$ cat src/rtl/fetch_queue.sv
`default_nettype none
// ============================================================================
// Module   : fetch_queue
// Purpose  : Decoupled instruction-fetch front end. Owns the fetch PC, issues
//            in-order requests to a variable-latency instruction memory,
//            buffers returned instructions in a DEPTH-entry queue and hands
//            {pc, inst} to decode over valid/ready. A redirect flushes the
//            queue and arranges for stale in-flight responses to be dropped.
// Ports    : clk, rst                      - clock, sync active-high reset
//            req_valid/req_ready/req_addr  - fetch request to memory
//            resp_valid/resp_data          - in-order memory response
//            redirect_valid/redirect_pc    - flush and restart fetch
//            out_valid/out_ready/out_pc/out_inst - head entry to decode
// Revision : 1.0 - initial release
// ============================================================================
module fetch_queue #(
    parameter int unsigned     XLEN     = 64,
    parameter int unsigned     ILEN     = 32,
    parameter int unsigned     DEPTH    = 4,
    parameter logic [XLEN-1:0] RESET_PC = 64'h8000_0000
) (
    input  logic            clk,
    input  logic            rst,
    output logic            req_valid,
    input  logic            req_ready,
    output logic [XLEN-1:0] req_addr,
    input  logic            resp_valid,
    input  logic [ILEN-1:0] resp_data,
    input  logic            redirect_valid,
    input  logic [XLEN-1:0] redirect_pc,
    output logic            out_valid,
    input  logic            out_ready,
    output logic [XLEN-1:0] out_pc,
    output logic [ILEN-1:0] out_inst
);

    localparam int unsigned     PW          = $clog2(DEPTH);
    localparam logic [PW:0]     c_one       = (PW+1)'(1);
    localparam logic [PW:0]     c_zero      = '0;
    localparam logic [PW+1:0]   c_depth     = (PW+2)'(DEPTH);
    localparam logic [XLEN-1:0] c_instBytes = XLEN'(4);
    localparam logic [XLEN-1:0] c_alignMask = XLEN'(3);

    logic [XLEN-1:0]  r_fetchPc;
    logic [XLEN-1:0]  r_entryPc   [DEPTH];
    logic [ILEN-1:0]  r_entryInst [DEPTH];
    logic [DEPTH-1:0] r_filled;
    // Pointers carry one extra wrap bit so full and empty are distinct.
    logic [PW:0]      r_head;
    logic [PW:0]      r_fill;
    logic [PW:0]      r_tail;
    logic [PW:0]      r_alloc;
    logic [PW:0]      r_dropCnt;

    logic [PW-1:0]    w_headIdx;
    logic [PW-1:0]    w_fillIdx;
    logic [PW-1:0]    w_tailIdx;
    logic [PW:0]      w_unfilled;
    logic [PW+1:0]    w_credits;
    logic             w_issue;
    logic             w_deq;
    logic             w_store;
    logic             w_drop;

    always_comb begin
        w_headIdx  = r_head[PW-1:0];
        w_fillIdx  = r_fill[PW-1:0];
        w_tailIdx  = r_tail[PW-1:0];
        // Requests issued for the current epoch whose data has not arrived.
        w_unfilled = r_tail - r_fill;
        // Every queue slot or pending drop consumes one in-flight credit.
        w_credits  = {1'b0, r_alloc} + {1'b0, r_dropCnt};

        req_valid  = !rst && !redirect_valid && (w_credits < c_depth);
        req_addr   = r_fetchPc;
        out_valid  = !rst && !redirect_valid && r_filled[w_headIdx];
        out_pc     = r_entryPc[w_headIdx];
        out_inst   = r_entryInst[w_headIdx];

        w_issue    = req_valid && req_ready;
        w_deq      = out_valid && out_ready;
        w_drop     = resp_valid && (r_dropCnt != c_zero);
        w_store    = resp_valid && (r_dropCnt == c_zero) && !redirect_valid;
    end

    // Control state: fetch PC, pointers, occupancy and drop accounting.
    always_ff @(posedge clk) begin
        if (rst) begin
            r_fetchPc <= RESET_PC;
            r_filled  <= '0;
            r_head    <= c_zero;
            r_fill    <= c_zero;
            r_tail    <= c_zero;
            r_alloc   <= c_zero;
            r_dropCnt <= c_zero;
        end else if (redirect_valid) begin
            r_fetchPc <= redirect_pc & ~c_alignMask;
            r_filled  <= '0;
            r_head    <= c_zero;
            r_fill    <= c_zero;
            r_tail    <= c_zero;
            r_alloc   <= c_zero;
            // Everything still owed by memory becomes a drop, less the one
            // response consumed this very cycle.
            r_dropCnt <= r_dropCnt + w_unfilled - (resp_valid ? c_one : c_zero);
        end else begin
            if (w_issue) begin
                r_fetchPc           <= r_fetchPc + c_instBytes;
                r_tail              <= r_tail + c_one;
                r_filled[w_tailIdx] <= 1'b0;
            end
            if (w_store) begin
                r_filled[w_fillIdx] <= 1'b1;
                r_fill              <= r_fill + c_one;
            end
            if (w_drop) begin
                r_dropCnt <= r_dropCnt - c_one;
            end
            if (w_deq) begin
                r_filled[w_headIdx] <= 1'b0;
                r_head              <= r_head + c_one;
            end
            case ({w_issue, w_deq})
                2'b10:   r_alloc <= r_alloc + c_one;
                2'b01:   r_alloc <= r_alloc - c_one;
                default: r_alloc <= r_alloc;
            endcase
        end
    end

    // Payload storage needs no reset; the filled bits qualify it.
    always_ff @(posedge clk) begin
        if (w_issue) begin
            r_entryPc[w_tailIdx] <= r_fetchPc;
        end
        if (w_store) begin
            r_entryInst[w_fillIdx] <= resp_data;
        end
    end

endmodule
`default_nettype wire
$ cat config.mk
export PLATFORM = sky130hd
export DESIGN_NAME = fetch_queue
export DESIGN_NICKNAME = d
export VERILOG_FILES = /design/src/rtl/fetch_queue.sv
export SDC_FILE = /design/constraint.sdc
export NUM_CORES = 1
export LEC_CHECK = 0
export ABC_AREA = 1
export CORE_MARGIN = 2
export CORE_UTILIZATION = 35
export CTS_CLUSTER_SIZE = 8
export DETAILED_ROUTE_END_ITERATION = 7
export PLACE_DENSITY_LB_ADDON = 0.1
export SETUP_SLACK_MARGIN = 0.05
export SKIP_LAST_GASP = 1
export SLEW_MARGIN = 0
export SYNTH_ARGS = -nofsm -noshare
export SYNTH_HDL_FRONTEND = slang
export SYNTH_SLANG_ARGS = --single-unit
$ cat constraint.sdc
create_clock -name clk -period 10.8 [get_ports clk]
set_input_delay 1.62 -clock clk [delete_from_list [all_inputs] [get_ports clk]]
set_output_delay 1.62 -clock clk [all_outputs]
set_load 0.005 [all_outputs]
==> results of run 1 <==
-- cell type report --
cell class	count	area share, %
sequential	458	52.29
multi-input combinational	1208	23.90
timing repair buffer	276	10.93
clock buffer	110	7.599
tap	748	3.782
inverter	92	1.416
clock inverter	3	0.09100
-- layout by cell type (no fill, tap or decap), types with 2 or more instances in the layout --
master           instances
a211oi_1                 2
a21o_1                   4
a21oi_1                 56
a31oi_1                 19
buf_2                    2
buf_4                   19
clkbuf_1                41
clkbuf_16               69
clkdlybuf4s50_1        255
conb_1                   4
dfxtp_1                 80
dfxtp_4                  2
edfxtp_1               376
fa_1                     5
ha_1                    19
inv_1                   84
inv_2                    7
inv_6                    3
nand2_1                313
nand2_4                  3
nand3_1                 38
nand3b_1                 2
nand4_1                 13
nor2_1                 322
nor2_2                   3
nor2_4                   8
nor3_1                  14
o211ai_1                 2
o21ai_0                227
o21ai_1                  4
o21bai_1                 2
o221ai_1                 2
o22ai_1                 94
xnor2_1                 24
xor2_1                  21
-- critical path: cells and delay by family --
family	cells	cell delay, ps
buffers and inverters	6	2910
AND/OR/NAND/NOR	5	1020
-- power groups by stage --
stage	registers [µW]	clock network [µW]	logic, µW
floorplan	2020	0	109
global placement	2040	0	255
detailed placement	2040	0	256
CTS	2010	1970	258
global route	2010	2040	280
finish	2010	1910	253
-- final timing paths --
path,startpoint,end,slack (ps)
max reg2reg,r_dropCnt[2],r_entryPc[3][45],6870
max,redirect_valid,r_entryPc[3][45],5370
min,req_addr[41],r_entryPc[0][41],460
min reg2reg,req_addr[41],r_entryPc[0][41],460
-- metal layers --
layer | GRT usage (%) | up-vias
met5 | 0 | -
met4 | 6.418 | 0
met3 | 3.548 | 83
met2 | 33.48 | 359
met1 | 26.87 | 7066
li1 | - | 6959
-- through the flow --
stage | cell area, µm² | setup WS, ps | total power (µW)
floorplan | 19560 | 5406 | 2132
detailed placement | 22850 | 4626 | 2299
CTS | 24750 | 5227 | 4237
global route | 24750 | 4994 | 4329
global placement | 22850 | 4608 | 2296
finish | 24750 | 5371 | 4176
-- flip-flops by register name (all words and copies together), names as in the netlist, named ones only --
name         cells
req_addr        62
r_entryInst    128
r_entryPc      248
r_filled         4
r_head           2
r_tail           3
r_alloc          3
r_fill           3
r_dropCnt        3
-- logic make-up (layout without fill, tap and decap cells) --
logic type / count (synthesis) / in the layout / share of synthesized area, %
and+or+nand+nor: 721 / 721 / 14.67
other: 1 / 4 / 0.01918
AOI/OAI and AO/OA: 414 / 414 / 11.52
xor gates and xnor gates: 45 / 45 / 2.016
buffers and inverters: 184 / 481 / 3.897
DFF: 458 / 458 / 66.14
adders and majority gates: 24 / 24 / 1.728
==> summary.md, run 1 <==
| Metric | Value |
|---|---|
| CP cell instances | buf_2, buf_4, inv_2, nand2_4, or2_1, nor2_4, nand2_4, inv_2, nand2_1, inv_2, buf_4 |
| Critical Path Slowest Stage Cell | inv_2 |
| Layout cells sized above 1 | roughly 5.6% |
| Cell-internal power | about 3300 µW |
| Switching power | just over 900 µW |
| Post-CTS resize count | 0 |
| Total Wirelength | 58.35 mm |
| Asr flop ratio synth | 0% |
| WL met3 | ~2.7 mm |
| Final core occ | 44.83% |
| Area leader, netlist | edfxtp_1 |
| Switching Share | about 22% |
| Hold Fails Final Rpt | 0 |
| RSZ-0062 raised after global routing | false |
| Commonest cells post-synth | edfxtp_1, nor2_1, nand2_1 |
| Number of diodes | 0 |
| Worst setup EP type | flop |
| Avg Synthesized Cell Area | 10.59 µm² |
| Initial antenna violation count | 0 |
| Worst reg2reg path depth | 9 |
| CTS tree | built |
| Area of the multi-input gates | between 5000 and 6000 µm² |
| Yosys top cell area share | between 50 and 60% |
| Wire length on met1 | around 26 mm |
| Post-route ant nets | 0 |
| CTS Buffer Depth | 3 |
| # rows | 86 |
| Drt pass-1 iters | 5 |
| Worst min-delay path class | flop to flop |
| CP dominant cell by count | inv_2 |
| Hpwl dp | 37.47 mm |
| Fin crit share | around half |
| Grt ovf | 0 |
| Total GRT Usage | roughly 20% |
| Cell Count, Final, Fillers Out | 2895 |
| Placer congestion estimate | 0.9134 |
| Sequential share of power | between 40% and 50% |
| Cells after DPL | 2782 |
| Die height | about 240 µm |
| Post-route minimum period | around 5400 ps |
| #FFs+latches synth | 458 |
| Reg area | 12940 µm² |
| Data arrival time of the worst path | 5640 ps |
| Setup crit start kind | input port |
| Hold_buf cts | 0 |
| DRC viols | 0 |
| Placeable Area | between 50000 and 60000 µm² |
| Ports | about 260 |
| Initial core utilization | between 30% and 40% |
| Vias per cell | 4.997 |
| Setup CP Type | input port to flop |
| Crit-path max cell delay | ~780 ps |
| Seq/Total Area, Yosys | roughly two thirds |
| Clk slew on worst S/H paths | roughly 50 ps |
| Number of synthesized flops with an enable pin | 376 |
| Status | completed |
| Final net count | around 2200 |
| Max-cap violations | 0 |
| Clk sinks | roughly 460 |
| Area growth, synth to finish | 26.58% |
| WHS Path Cells | 0 |
| Crit Path Max Fanout | a little under 60 |
| Worst-Margin Slew | roughly 1100 ps |
| Power Density | 168.7 nW/µm² |
| First-pass GRT wire length | 87.01 mm |
| Routed wl met2 | 28.06 mm |
| Largest net degree at the start of global routing | 115 |
| Clock share of power | a little under half |
| Worst skew pair latency | 590 ps |
| Fillers | 5301 |
| Headroom to the max-slew limit | 27.95% |
| Ys flop type | edfxtp_1 |
| Cell Area, Synth | 19550 µm² |
| Combinational share of power | 6.1% |
| WL/cell | between 20 and 25 µm |
| Slew Viols, Final | 0 |
| Chip width | 240.4 µm |
| DR iter-0 viols | about 930 |
| Yosys cell types | 40 |
| DR top layer | met4 |
| WHS | roughly 460 ps |
| Clock H-tree levels | 3 |
| Area contributors post-synth | edfxtp_1, dfxtp_1, nor2_1 |
| Die area | about 58000 µm² |
| Yosys Warn Count | 0 |
| VDD IR max | slightly below 90 µV |
| Setup violators final | 0 |
| Num CTS Buffers | 67 |
| Fin Setup TNS | 0 ps |
| Worst Clk Skew | between 20 and 25 ps |
| Vias | roughly 14000 |
| Vias in the first global route | 14130 |
| LEAKAGE | ~0.0085 µW |
| F_max | about 180 MHz |
| Count leader, synth | edfxtp_1 |
| Port bufs | around 260 |
| Cells after synthesis | approximately 1800 |
| Root Driver | clkbuf_16 |
| Number of post-CTS setup repair buffers | 0 |
| Critical Path RT | 11010 ps |
Power figures use the tool's default switching activity.
==> run 2: changes to the inputs <==
- clock period: 10.8 -> 5.05 ns (I/O delays scaled with it)
==> run 2 against run 1 <==
Against the previous run: final cell count is 0.55% higher; global-route usage is 0.097 points higher; first-iteration DRC count is 0.86% lower; sequential cell count stayed put; total power is 120% higher; wire length is 0.43% higher; critical endpoint is now out_pc[41]; die area stayed put; largest cell class unchanged; core utilization is 0.37 points higher; final area is 0.83% higher; critical path depth is 6 lower.
==> summary.md, run 2 (same netlist as run 1, synthesis figures left out) <==
| Metric | Value |
|---|---|
| Placeable Area | 55200 µm² (unchanged) |
| Final Cell Area | 24960 µm² (+0.83%) |
| Fin crit share | 78.16% |
| Chip width | 240.4 µm (unchanged) |
| Worst slack, placed | 1300 ps (-3326 ps) |
| Power Density | 364.7 nW/µm² (+120%) |
| Fin worst setup slack | 1103 ps (-4268 ps) |
| Vias per cell | 4.991 (-0.12%) |
| CTS Buffer Depth | 3 (unchanged) |
| Die area | 57770 µm² (unchanged) |
| Worst min-delay path class | flop to flop |
| Port bufs | 257 (unchanged) |
| Root Driver | clkbuf_16 |
| Area growth, synth to finish | 27.63% |
| Number of post-CTS setup repair buffers | 0 (unchanged) |
| Critical Path RT | 4290 ps (-6720 ps) |
| Worst Clk Skew | 15.99 ps (-8.976 ps) |
| Switching power | 2012 µW (+120%) |
| Status | completed |
| Largest register FFs | 248 (unchanged) |
| Setup CP Type | flop to output pin |
| Data arrival time of the worst path | 3190 ps (-2450 ps) |
| Vias in the first global route | 14280 (+1.1%) |
| Die height | 240.4 µm (unchanged) |
| Total Wirelength | 58.60 mm (+0.43%) |
| WHS | 469.5 ps (+6.377 ps) |
| Fin Setup TNS | 0 ps (unchanged) |
| Clk sinks | 458 (unchanged) |
| LEAKAGE | 0.008584 µW (+1.0%) |
| Post-route minimum period | approximately 3900 ps |
| Worst setup endpoint | out_pc[41] |
| Total GRT Usage | 20.28% (+0.097 points) |
| Switching Share | 22.11% (+0.15 points) |
| Cell-internal power | 7089 µW (+120%) |
| DRC viols | 0 (unchanged) |
| Worst skew pair latency | 590 ps (about the same) |
| Ports | 264 (unchanged) |
| VDD IR max | 201.5 µV (+130%) |
| Headroom to the max-slew limit | 43.92% (+16 points) |
| Crit Path Max Fanout | 90 (+53%) |
| RR Endpoint | r_dropCnt[2] |
| Sequential share of power | 47.2% (-0.9 points) |
| Initial antenna violation count | 1 (+1) |
| Worst reg2reg path depth | 12 (+3) |
| Largest net degree at the start of global routing | 91 (-21%) |
| DR iter-0 viols | 923 (-0.86%) |
| Worst-Margin Slew | 841.2 ps (-239.5 ps) |
| Area after DPL | 22930 µm² (+0.38%) |
| Most common cell after layout, fill and taps aside | edfxtp_1 |
| # rows | 86 (unchanged) |
| Hpwl dp | 37.96 mm (+1.3%) |
| Slew Viols, Final | 0 (unchanged) |
| Combinational share of power | 5.9% (-0.2 points) |
| Post-CTS resize count | 0 (unchanged) |
| Clock H-tree levels | 3 (unchanged) |
| Placer congestion estimate | 0.8742 (-4.3%) |
| Clk slew on worst S/H paths | 50 ps (about the same) |
| Drt pass-1 iters | 5 (unchanged) |
| Fillers | 5306 (+0.094%) |
| Grt ovf | 0 (unchanged) |
| Setup violators final | 0 (unchanged) |
| WL/cell | 20.13 µm (-0.12%) |
| Num CTS Buffers | 67 (unchanged) |
| R2r setup slk | 2140 ps (-4730 ps) |
| RSZ-0062 raised after global routing | false |
| Clock share of power | 46.9% (+1.0 points) |
| Hold Fails Final Rpt | 0 (unchanged) |
| Layout cells sized above 1 | 5.920% (+0.33 points) |
| Post-route ant nets | 0 (unchanged) |
| Final net count | 2234 (+0.22%) |
| Setup crit start kind | flop |
| Most frequent cells in the layout | edfxtp_1, nor2_1, nand2_1 |
| First-pass GRT wire length | 87.66 mm (+0.75%) |
| Max-cap violations | 0 (unchanged) |
| Initial core utilization | 35.42% (unchanged) |
| Vias | 14530 (+0.43%) |
| Reg2reg start | r_fill[0] |
| Power Total | 9101 µW (+120%) |
| CTS tree | built |
| Worst setup EP type | output pin |
| Biggest register | r_entryPc |
| Hold_buf cts | 0 (unchanged) |
| F_max | between 200 and 300 MHz |
-- run 2: changes by cell type in the layout (fill, tap and decap cells not counted) --
cell / previous run / this run
bufinv_16: 0 / 1
buf_4: 19 / 20
clkbuf_1: 41 / 48
inv_6: 3 / 2
clkbuf_16: 69 / 70
clkinv_2: 1 / 0
clkinv_8: 0 / 3
diode_2: 0 / 1
buf_12: 0 / 4
-- run 2: metrics by stage --
step | cells | util, %
2_1_floorplan | 1850 | -
3_5_place_dp | 2787 | 41.55
6_report | 2911 | 45.21
3_3_place_gp | 2787 | 41.55
5_1_grt | 2911 | 45.21
4_1_cts | 2910 | 45.20
-- run 2: cell type report --
cell class / instances / area (µm²) / share of cell area, %
Clock buffer: 118 / 1932 / 7.741
Clock inverter: 5 / 87.58 / 0.3510
Timing Repair Buffer: 281 / 2793 / 11.19
Inverter: 92 / 350.3 / 1.404
Antenna cell: 1 / 2.502 / 0.01003
Sequential cell: 458 / 12940 / 51.85
Tap cell: 748 / 935.9 / 3.750
Multi-Input combinational cell: 1208 / 5914 / 23.70
-- run 2: worst max-delay path: stages, from the launching register on --
cell and delay (ps):
dfxtp_4 580, inv_6 630, buf_12 370, o21ai_0 120
o22ai_1 250, clkdlybuf4s50_1 560
-- run 2: worst min path at each step --
| stage | depth (start not counted) | endpoint | slack, ps | start |
|---|---|---|---|---|
| 4_1_cts | 1 | r_alloc[2] | 470 | r_alloc[2] |
| 6_report | 1 | r_alloc[2] | 470 | r_alloc[2] |
| 3_5_place_dp | 1 | r_alloc[2] | 460 | r_alloc[2] |
| 3_3_place_gp | 1 | r_alloc[2] | 450 | r_alloc[2] |
| 5_1_grt | 1 | r_alloc[2] | 500 | r_alloc[2] |
| 2_1_floorplan | 1 | r_alloc[2] | 430 | r_alloc[2] |
-- run 2: per-layer routing --
metal	GRT usage, %	vias up	part of all wire [%]
li1	-	6982	-
met3	3.605	82	4.6
met1	27.19	7111	45
met2	33.19	354	48
met5	0	-	0
met4	6.908	0	2.3
-- run 2: power groups by stage --
stage	Combinational [µW]	Sequential (µW)	Clock, µW
finish	537	4300	4270
CTS	547	4300	4390
detailed placement	544	4370	0
global placement	539	4370	0
global route	594	4310	4560
floorplan	233	4330	0
==> run 3: changes to the inputs <==
- clock period: 5.05 -> 3.5 ns (I/O delays scaled with it)
==> run 3 against run 2 <==
Against the previous run: final area increased by 0.23%; combinational power increased by 47%; clock-buffer cell count decreased by 7; register-to-register slack got worse by 1500 ps; via count decreased by 0.74%; largest power group unchanged.
==> summary.md, run 3 (same netlist as run 1, synthesis figures left out) <==
| Metric | Value |
|---|---|
| Hold Fails Final Rpt | 0 (unchanged) |
| Critical Path RT | 2970 ps (-1320 ps) |
| Worst min-delay path class | input port to flop |
| Fin crit share | 86.47% |
| RR Endpoint | r_dropCnt[2] |
| Biggest register | r_entryPc |
| Num CTS Buffers | 67 (unchanged) |
| Layout cells sized above 1 | 6.250% (+0.33 points) |
| Setup CP Type | flop to output pin |
| Sequential share of power | 47.7% (+0.5 points) |
| DR iter-0 viols | 855 (-7.4%) |
| VDD IR max | 285.5 µV (+42%) |
| Largest register FFs | 248 (unchanged) |
| Setup crit start kind | flop |
| CTS Buffer Depth | 3 (unchanged) |
| Total Wirelength | 58.48 mm (-0.20%) |
| Hold_buf cts | 0 (unchanged) |
| Die area | 57770 µm² (unchanged) |
| Reg2reg start | r_fill[0] |
| Worst-Margin Slew | 778.5 ps (-62.77 ps) |
| Post-route ant nets | 0 (unchanged) |
| Worst setup endpoint | out_inst[9] |
| Final net count | 2243 (+0.40%) |
| Placeable Area | 55200 µm² (unchanged) |
| Hpwl dp | 37.95 mm (about the same) |
| Drt pass-1 iters | 6 (+1) |
| Combinational share of power | 6.1% (+0.2 points) |
| Setup violators final | 0 (unchanged) |
| Grt ovf | 0 (unchanged) |
| Root Driver | clkbuf_16 |
| Worst Clk Skew | 20.36 ps (+4.373 ps) |
| Power Density | 518.9 nW/µm² (+42%) |
| Status | completed |
| First-pass GRT wire length | 87.57 mm (-0.11%) |
| Cell-internal power | 10160 µW (+43%) |
| Chip width | 240.4 µm (unchanged) |
| Placer congestion estimate | 0.9247 (+5.8%) |
| Switching power | 2818 µW (+40%) |
| Area after DPL | 23060 µm² (+0.57%) |
| Clock H-tree levels | 3 (unchanged) |
| Worst slack, placed | -30.53 ps (-1331 ps) |
| Post-CTS resize count | 0 (unchanged) |
| Worst skew pair latency | 580 ps (about the same) |
| CTS tree | built |
| Vias per cell | 4.957 (-0.68%) |
| Fin worst setup slack | 473.5 ps (-629.6 ps) |
| Most common cell after layout, fill and taps aside | edfxtp_1 |
| Number of post-CTS setup repair buffers | 0 (unchanged) |
| RSZ-0062 raised after global routing | false |
| # rows | 86 (unchanged) |
| LEAKAGE | 0.008623 µW (+0.46%) |
| Clk sinks | 458 (unchanged) |
| Die height | 240.4 µm (unchanged) |
| Post-route minimum period | roughly 3000 ps |
| Vias | 14420 (-0.74%) |
| Headroom to the max-slew limit | 48.03% (+4.1 points) |
| Critical Path Slowest Stage Cell | dfxtp_4 |
| R2r setup slk | 610 ps (-1530 ps) |
| DRC viols | 0 (unchanged) |
| Crit Path Max Fanout | 40 (-56%) |
| Data arrival time of the worst path | 2500 ps (-690 ps) |
| CP cell instances | buf_4, o21ai_0, o22ai_1, clkdlybuf4s50_1 |
| Crit-path max cell delay | 540 ps (-90 ps) |
| WL/cell | 20.10 µm (-0.13%) |
| Initial core utilization | 35.42% (unchanged) |
| Ports | 264 (unchanged) |
| Switching Share | 21.71% (-0.40 points) |
| Initial antenna violation count | 1 (unchanged) |
| Final Cell Area | 25010 µm² (+0.23%) |
| Vias in the first global route | 14290 (+0.084%) |
| Most frequent cells in the layout | edfxtp_1, nor2_1, nand2_1 |
| Clk slew on worst S/H paths | 50 ps (about the same) |
| Worst reg2reg path depth | 12 (unchanged) |
| Slew Viols, Final | 0 (unchanged) |
| Clock share of power | 46.2% (-0.7 points) |
| Total GRT Usage | 20.28% (about the same) |
| Largest net degree at the start of global routing | 65 (-29%) |
| F_max | between 300 and 400 MHz |
| Port bufs | 257 (unchanged) |
| Area growth, synth to finish | 27.92% |
| Worst setup EP type | output pin |
| Max-cap violations | 0 (unchanged) |
[run 3: cell count changes in the layout (fill, tap and decap cells not counted)]
cell | previous run | this run
buf_4 | 20 | 24
clkbuf_1 | 48 | 39
buf_12 | 4 | 9
clkbuf_8 | 0 | 1
clkbuf_16 | 70 | 71
clkinv_8 | 3 | 0
bufinv_16 | 1 | 0
[run 3: per-layer routing]
metal  wire, µm  vias to the layer above  GRT usage, %
met5          8                        -             0
met4       1270                        2         5.665
met3       3432                       87         4.776
met2      28360                      364         34.09
met1      25410                     6966         26.13
li1           -                     7002             -
[run 3: critical path, delay by kind of cell (launching register included)]
kind / cells / cell delay, ps
DFF: 1 / 540
buffers and inverters: 2 / 980
AOI/OAI and AO/OA: 2 / 380
[run 3: final cells by class]
cell class | count | area [µm²]
Sequential cell | 458 | 12940
Clock buffer | 111 | 1937
Multi-Input combinational cell | 1208 | 5914
Tap cell | 748 | 935.9
Antenna cell | 1 | 2.502
Timing Repair Buffer | 290 | 2923
Clock inverter | 1 | 8.758
Fill cell | 5239 | 30190
Inverter | 92 | 350.3
[run 3: worst min path at each step]
stage	startpoint	to	cells after the start
floorplan	r_alloc[2]	r_alloc[2]	1
global placement	r_alloc[2]	r_alloc[2]	1
detailed placement	r_alloc[2]	r_alloc[2]	1
CTS	redirect_valid	r_alloc[1]	4
global route	redirect_valid	r_alloc[1]	4
finish	redirect_valid	r_alloc[1]	4
[run 3: through the flow]
stage               cells  TNS, ps  hold WS (ps)  power, µW  utilization, %
finish               2909        0         413.3      12980           45.31
CTS                  2908        0         382.8      13170           45.31
detailed placement   2796   -30.53         455.1       7099           41.78
global placement     2796   -10.81         453.1       7089           41.78
global route         2908        0         394.9      13450           45.31
floorplan            1850  -100490         428.9       6579               -
[run 3: power by group through the flow]
stage	Sequential (µW)	Combinational, µW	Clock, µW
6_report	6200	788	5990
5_1_grt	6210	874	6370
4_1_cts	6200	803	6170
3_5_place_dp	6300	798	0
3_3_place_gp	6300	791	0
2_1_floorplan	6240	336	0
